===== src/rtl/sram_arbiter_pkg.sv =====
// sram_arbiter_pkg: shared widths, FSM encoding and strobe helpers for the SRAM arbiter.
package sram_arbiter_pkg;
   localparam int ADDR_W = 18;
   localparam int DATA_W = 16;
   localparam int PORT_W = 1;

   typedef enum logic [1:0] {
      IDLE    = 2'd0,
      ACCESS  = 2'd1,
      RECOVER = 2'd2
   } state_t;

   // Active-low SRAM control strobes, kept together so they update as one register.
   typedef struct packed {
      logic cs;
      logic we;
      logic oe;
      logic ub;
      logic lb;
   } strobe_t;

   localparam strobe_t STROBE_IDLE = '1;

   function automatic strobe_t access_strobe(input logic write, input logic [1:0] mask);
      return '{cs: 1'b0, we: ~write, oe: write, ub: write & ~mask[1], lb: write & ~mask[0]};
   endfunction
endpackage


===== src/rtl/sram_rr_grant.sv =====
// sram_rr_grant: two-requester round-robin grant; the last-grant pointer moves only on acceptance.
module sram_rr_grant (
   input  logic       clk,
   input  logic       rst,
   input  logic [1:0] valid,
   input  logic       accept,
   output logic [1:0] grant
);
   logic last;

   always_comb begin
      grant[0] = valid[0] & (~valid[1] | last);
      grant[1] = valid[1] & (~valid[0] | ~last);
   end

   // Reset points at port1 so port0 wins the first tie.
   always_ff @(posedge clk or posedge rst) begin
      if (rst) last <= 1'b1;
      else if (accept) last <= grant[1];
   end
endmodule


===== src/rtl/sram_arbiter.sv =====
// sram_arbiter: two-port round-robin arbiter driving an asynchronous 16-bit SRAM
// with registered strobes, programmable wait states and a one-cycle recovery phase.
module sram_arbiter
   import sram_arbiter_pkg::*;
#(
   parameter int WAIT_CYCLES = 1
) (
   input  logic              io_mainClk,
   input  logic              io_asyncReset,
   input  logic              io_p0_valid,
   output logic              io_p0_ready,
   input  logic              io_p0_write,
   input  logic [ADDR_W-1:0] io_p0_addr,
   input  logic [DATA_W-1:0] io_p0_wdata,
   input  logic [1:0]        io_p0_mask,
   output logic              io_p0_rsp_valid,
   output logic [DATA_W-1:0] io_p0_rdata,
   input  logic              io_p1_valid,
   output logic              io_p1_ready,
   input  logic              io_p1_write,
   input  logic [ADDR_W-1:0] io_p1_addr,
   input  logic [DATA_W-1:0] io_p1_wdata,
   input  logic [1:0]        io_p1_mask,
   output logic              io_p1_rsp_valid,
   output logic [DATA_W-1:0] io_p1_rdata,
   output logic [ADDR_W-1:0] io_sram_addr,
   input  logic [DATA_W-1:0] io_sram_dat_read,
   output logic [DATA_W-1:0] io_sram_dat_write,
   output logic              io_sram_dat_writeEnable,
   output logic              io_sram_cs,
   output logic              io_sram_we,
   output logic              io_sram_oe,
   output logic              io_sram_ub,
   output logic              io_sram_lb
);
   localparam logic [3:0] WAIT_INIT = 4'(WAIT_CYCLES);

   state_t            state;
   logic [3:0]        cnt;
   logic [PORT_W-1:0] owner;
   logic              wr;
   strobe_t           strb;
   logic [1:0]        grant;
   logic              accept;
   logic              sel;
   logic              sel_write;
   logic [ADDR_W-1:0] sel_addr;
   logic [DATA_W-1:0] sel_wdata;
   logic [1:0]        sel_mask;

   sram_rr_grant u_grant (
      .clk   (io_mainClk),
      .rst   (io_asyncReset),
      .valid ({io_p1_valid, io_p0_valid}),
      .accept(accept),
      .grant (grant)
   );

   always_comb begin
      io_p0_ready = (state == IDLE) & grant[0];
      io_p1_ready = (state == IDLE) & grant[1];
      accept      = io_p0_ready | io_p1_ready;
      sel         = grant[1];
      sel_write   = sel ? io_p1_write : io_p0_write;
      sel_addr    = sel ? io_p1_addr  : io_p0_addr;
      sel_wdata   = sel ? io_p1_wdata : io_p0_wdata;
      sel_mask    = sel ? io_p1_mask  : io_p0_mask;
   end

   assign io_sram_cs = strb.cs;
   assign io_sram_we = strb.we;
   assign io_sram_oe = strb.oe;
   assign io_sram_ub = strb.ub;
   assign io_sram_lb = strb.lb;

   always_ff @(posedge io_mainClk or posedge io_asyncReset) begin
      if (io_asyncReset) begin
         state                   <= IDLE;
         cnt                     <= '0;
         owner                   <= '0;
         wr                      <= 1'b0;
         strb                    <= STROBE_IDLE;
         io_sram_addr            <= '0;
         io_sram_dat_write       <= '0;
         io_sram_dat_writeEnable <= 1'b0;
         io_p0_rdata             <= '0;
         io_p1_rdata             <= '0;
         io_p0_rsp_valid         <= 1'b0;
         io_p1_rsp_valid         <= 1'b0;
      end else begin
         case (state)
            IDLE: if (accept) begin
               state                   <= ACCESS;
               cnt                     <= WAIT_INIT;
               owner                   <= sel;
               wr                      <= sel_write;
               strb                    <= access_strobe(sel_write, sel_mask);
               io_sram_addr            <= sel_addr;
               io_sram_dat_writeEnable <= sel_write;
               if (sel_write) io_sram_dat_write <= sel_wdata;
            end
            ACCESS: if (cnt == 4'd0) begin
               state           <= RECOVER;
               strb            <= STROBE_IDLE;
               io_p0_rsp_valid <= ~owner[0];
               io_p1_rsp_valid <= owner[0];
               if (!wr && !owner[0]) io_p0_rdata <= io_sram_dat_read;
               if (!wr && owner[0]) io_p1_rdata <= io_sram_dat_read;
            end else begin
               cnt <= cnt - 4'd1;
            end
            // Write data stays driven through this cycle for hold after we rises.
            RECOVER: begin
               state                   <= IDLE;
               io_p0_rsp_valid         <= 1'b0;
               io_p1_rsp_valid         <= 1'b0;
               io_sram_dat_writeEnable <= 1'b0;
            end
            default: state <= IDLE;
         endcase
      end
   end
endmodule


===== config.mk =====
export PLATFORM = sky130hd
export DESIGN_NAME = sram_arbiter
export DESIGN_NICKNAME = d
export VERILOG_FILES = /design/src/rtl/sram_arbiter_pkg.sv /design/src/rtl/sram_rr_grant.sv /design/src/rtl/sram_arbiter.sv
export SDC_FILE = /design/constraint.sdc
export NUM_CORES = 1
export LEC_CHECK = 0
export ABC_CLOCK_PERIOD_IN_PS = 3100
export BUFFER_PORTS_ARGS = -buffer_cell sky130_fd_sc_hd__buf_2
export CAP_MARGIN = 40
export CORE_MARGIN = 2
export CORE_UTILIZATION = 25
export DETAILED_ROUTE_END_ITERATION = 6
export GPL_ROUTABILITY_DRIVEN = 0
export PLACE_DENSITY_LB_ADDON = 0.15
export SETUP_SLACK_MARGIN = 0.15
export SLEW_MARGIN = 25
export SYNTH_ARGS = -nofsm -noshare
export SYNTH_HDL_FRONTEND = slang
export SYNTH_SLANG_ARGS = --single-unit

===== constraint.sdc =====
create_clock -name io_mainClk -period 3.1 [get_ports io_mainClk]
set_clock_uncertainty 0.05 [all_clocks]
set_input_delay 0.31 -clock io_mainClk [delete_from_list [all_inputs] [get_ports io_mainClk]]
set_output_delay 0.31 -clock io_mainClk [all_outputs]
set_load 0.05 [all_outputs]

==> metrics.txt <==
worst reg2reg startpoint cnt[0]; Starting Density 25.66%; Synth area leader dfrtp_1; Hold Path Class in -> reg; Max-Cap Viols 0; initial antenna violation count 0; Fin. Hold Viols 0; power per cell area 1316 nW/µm²; Worst Path Buf+Inv 2; CP Launch Type flop; VDD IR max 0.4994 mV; GRT overflow 0; fin crit period 2135 ps; Die Span X 123.4 µm; DR pass1 iterations 4; Final Slew Violations 0; vias in the first global route 2828; crit path capture type flop; Filler Cells Inserted 1406; CTS Buf Count 9; CP required 3270 ps; Yosys reg bits 83; Util after Layout 35.79%; Syn Inst Count 313; final setup fails 0; Total GRT Usage 11.91%; Ports 170; post-synth top area share 54.09%; final-stage net count 579; Max clock buf depth 2; htree depth 3; syn nets 408; Layout area overhead 39.48%; drt first-iter violations 79; clk_lat worst skew 340 ps; pin count of the biggest net entering global routing 45; CP max stage delay 450 ps; cell with the largest stage delay on the worst path or3b_1; cell count of the worst hold path 2; Post-Syn Area 3562 µm²; Min Hold Slack 155.2 ps; CTS tree built; min-delay src io_sram_dat_read[14]; Max Clock Freq 468.4 MHz; post-synth cell types 35; DRC errors left 0; unrepaired setup endpoints after global routing no; relative slew slack 51.81%; Slew @ Worst Pin 719.0 ps; DP Wirelength 6464 µm; crit share post-route 68.86%; Top Family by Delay on Critical Path simple AND/OR/NAND/NOR gates; crit path cell chain inv_1, ha_1, or3b_1, nor4_4, buf_4, mux2_2; Die Ht 123.4 µm; total core area 13880 µm²; final setup TNS 0 ps; Detailed Route WL 8948 µm; postcts setup bufs 0; critical path type reg -> reg; CP max FO 16; multi-input combinational cell area 1379 µm²; CP arrival 2310 ps; Worst Reg-to-Reg Cells 6; layout cells sized above 1 48.36%; sequential fraction of the synthesis area 58.52%; hold path endpoint io_p0_rdata[14]; most common cell after layout, fill and taps aside buf_2; status finished clean; Die ar. 15220 µm²; row count 43; commonest non-fill, non-tap cells in the layout buf_2 (169), dfrtp_1 (77), nor2_1 (43); YS warnings 0; FF-to-FF End io_p0_rdata[12]; Sink Count 83; clk slew on worst S/H paths 60 ps; Avg Inst Size Synth 11.38 µm²; Register Area 2085 µm²; Antenna Nets Post-Route 0; port bufs 169; n_diodes 0; clk root buf clkbuf_16; Via Count 2959; Worst R2R Setup Slack 970 ps; Via density 4.430; Routed wire per std cell 13.40 µm; Lkg Pwr 0.002480 µW; most area-consuming cells after synthesis dfrtp_1 (54%), mux2_2 (10%), mux2i_1 (5.3%), nor2_1 (4.5%), dfstp_2 (4.4%); first-pass GRT wire length 13860 µm
[cells in the mapped netlist (all sizes together)]
cell type and count:
dfstp 6, nor2b 2, nand2b 2, a21oi 1
or3b 1, inv 6, a21boi 1, a22o 2
nand4b 1, ha 1, a31oi 2, mux2 34
nand3 1, nor2 43, o31a 1, dfrtp 77
o21ai 28, o21a 1, nor3b 3, clkbuf 10
nand2 23, mux2i 19, a21o 2, and2 1
buf 6, nor3 18, nor4 2, o22ai 18
a21bo 1
[per-stage QoR]
step                cell area, µm²  std cells  power [µW]  setup WS (ps)
floorplan                     3562        313        4566          613.1
global placement              4608        651        5353           1038
detailed placement            4608        651        5392          976.0
CTS                           4938        666        6631          959.3
global route                  4969        668        6943          838.2
finish                        4969        668        6540          965.2
[sequential cells by signal, summed over array words and instances, names as in the netlist, 2 cells and up]
register,cells
io_p0_rdata,16
state,2
io_sram_dat_write,16
cnt,4
io_sram_addr,18
io_p1_rdata,16
[cell type report]
class | instances | share of cell area (%)
tap | 180 | 4.533
inverter | 6 | 0.4785
timing repair buffer | 176 | 18.64
multi-input combinational | 208 | 27.75
sequential | 83 | 41.95
clock inverter | 6 | 2.115
clock buffer | 9 | 4.533
[report_power, final]
part | internal, µW | switching, µW
Clock | 778 | 425
Combinational | 903 | 2500
Sequential | 1640 | 302
[worst max path at each step]
stage,startpoint,to,slack [ps],cells past startpoint
CTS,cnt[0],io_p0_rdata[12],960,6
detailed placement,cnt[0],io_p0_rdata[12],980,6
finish,cnt[0],io_p0_rdata[12],970,6
global placement,cnt[0],io_p1_rdata[0],1040,6
global route,state[0],io_sram_dat_write[15],840,4
floorplan,io_asyncReset,cnt[0],610,1
[metal layers]
layer | up-vias | share of wire [%] | global-route usage (%) | routed length (µm)
met4 | 0 | 1.6 | 4.545 | 141
met5 | - | 0 | 0 | 0
met3 | 10 | 11 | 5.904 | 1003
met2 | 123 | 41 | 17.14 | 3704
met1 | 1386 | 46 | 15.27 | 4100
li1 | 1440 | - | - | -
[timing repair]
action                                  4_1_cts  5_1_grt
hold buffers                                  0        1
resized for setup                             0        0
endpoints found under the hold margin         0       39
endpoints found under the setup margin        0        0
[cell families (layout without fill, tap and decap cells)]
logic type / count (synthesis) / count (layout) / synth area share (%)
adders and majority gates: 1 / 1 / 0.3512
muxes: 53 / 53 / 16.09
and+or+nand+nor: 97 / 97 / 12.61
buffers and inverters: 22 / 197 / 2.880
DFF: 83 / 83 / 58.52
AOI/OAI and AO/OA: 57 / 57 / 9.554
(Power assumes the default switching activity.)
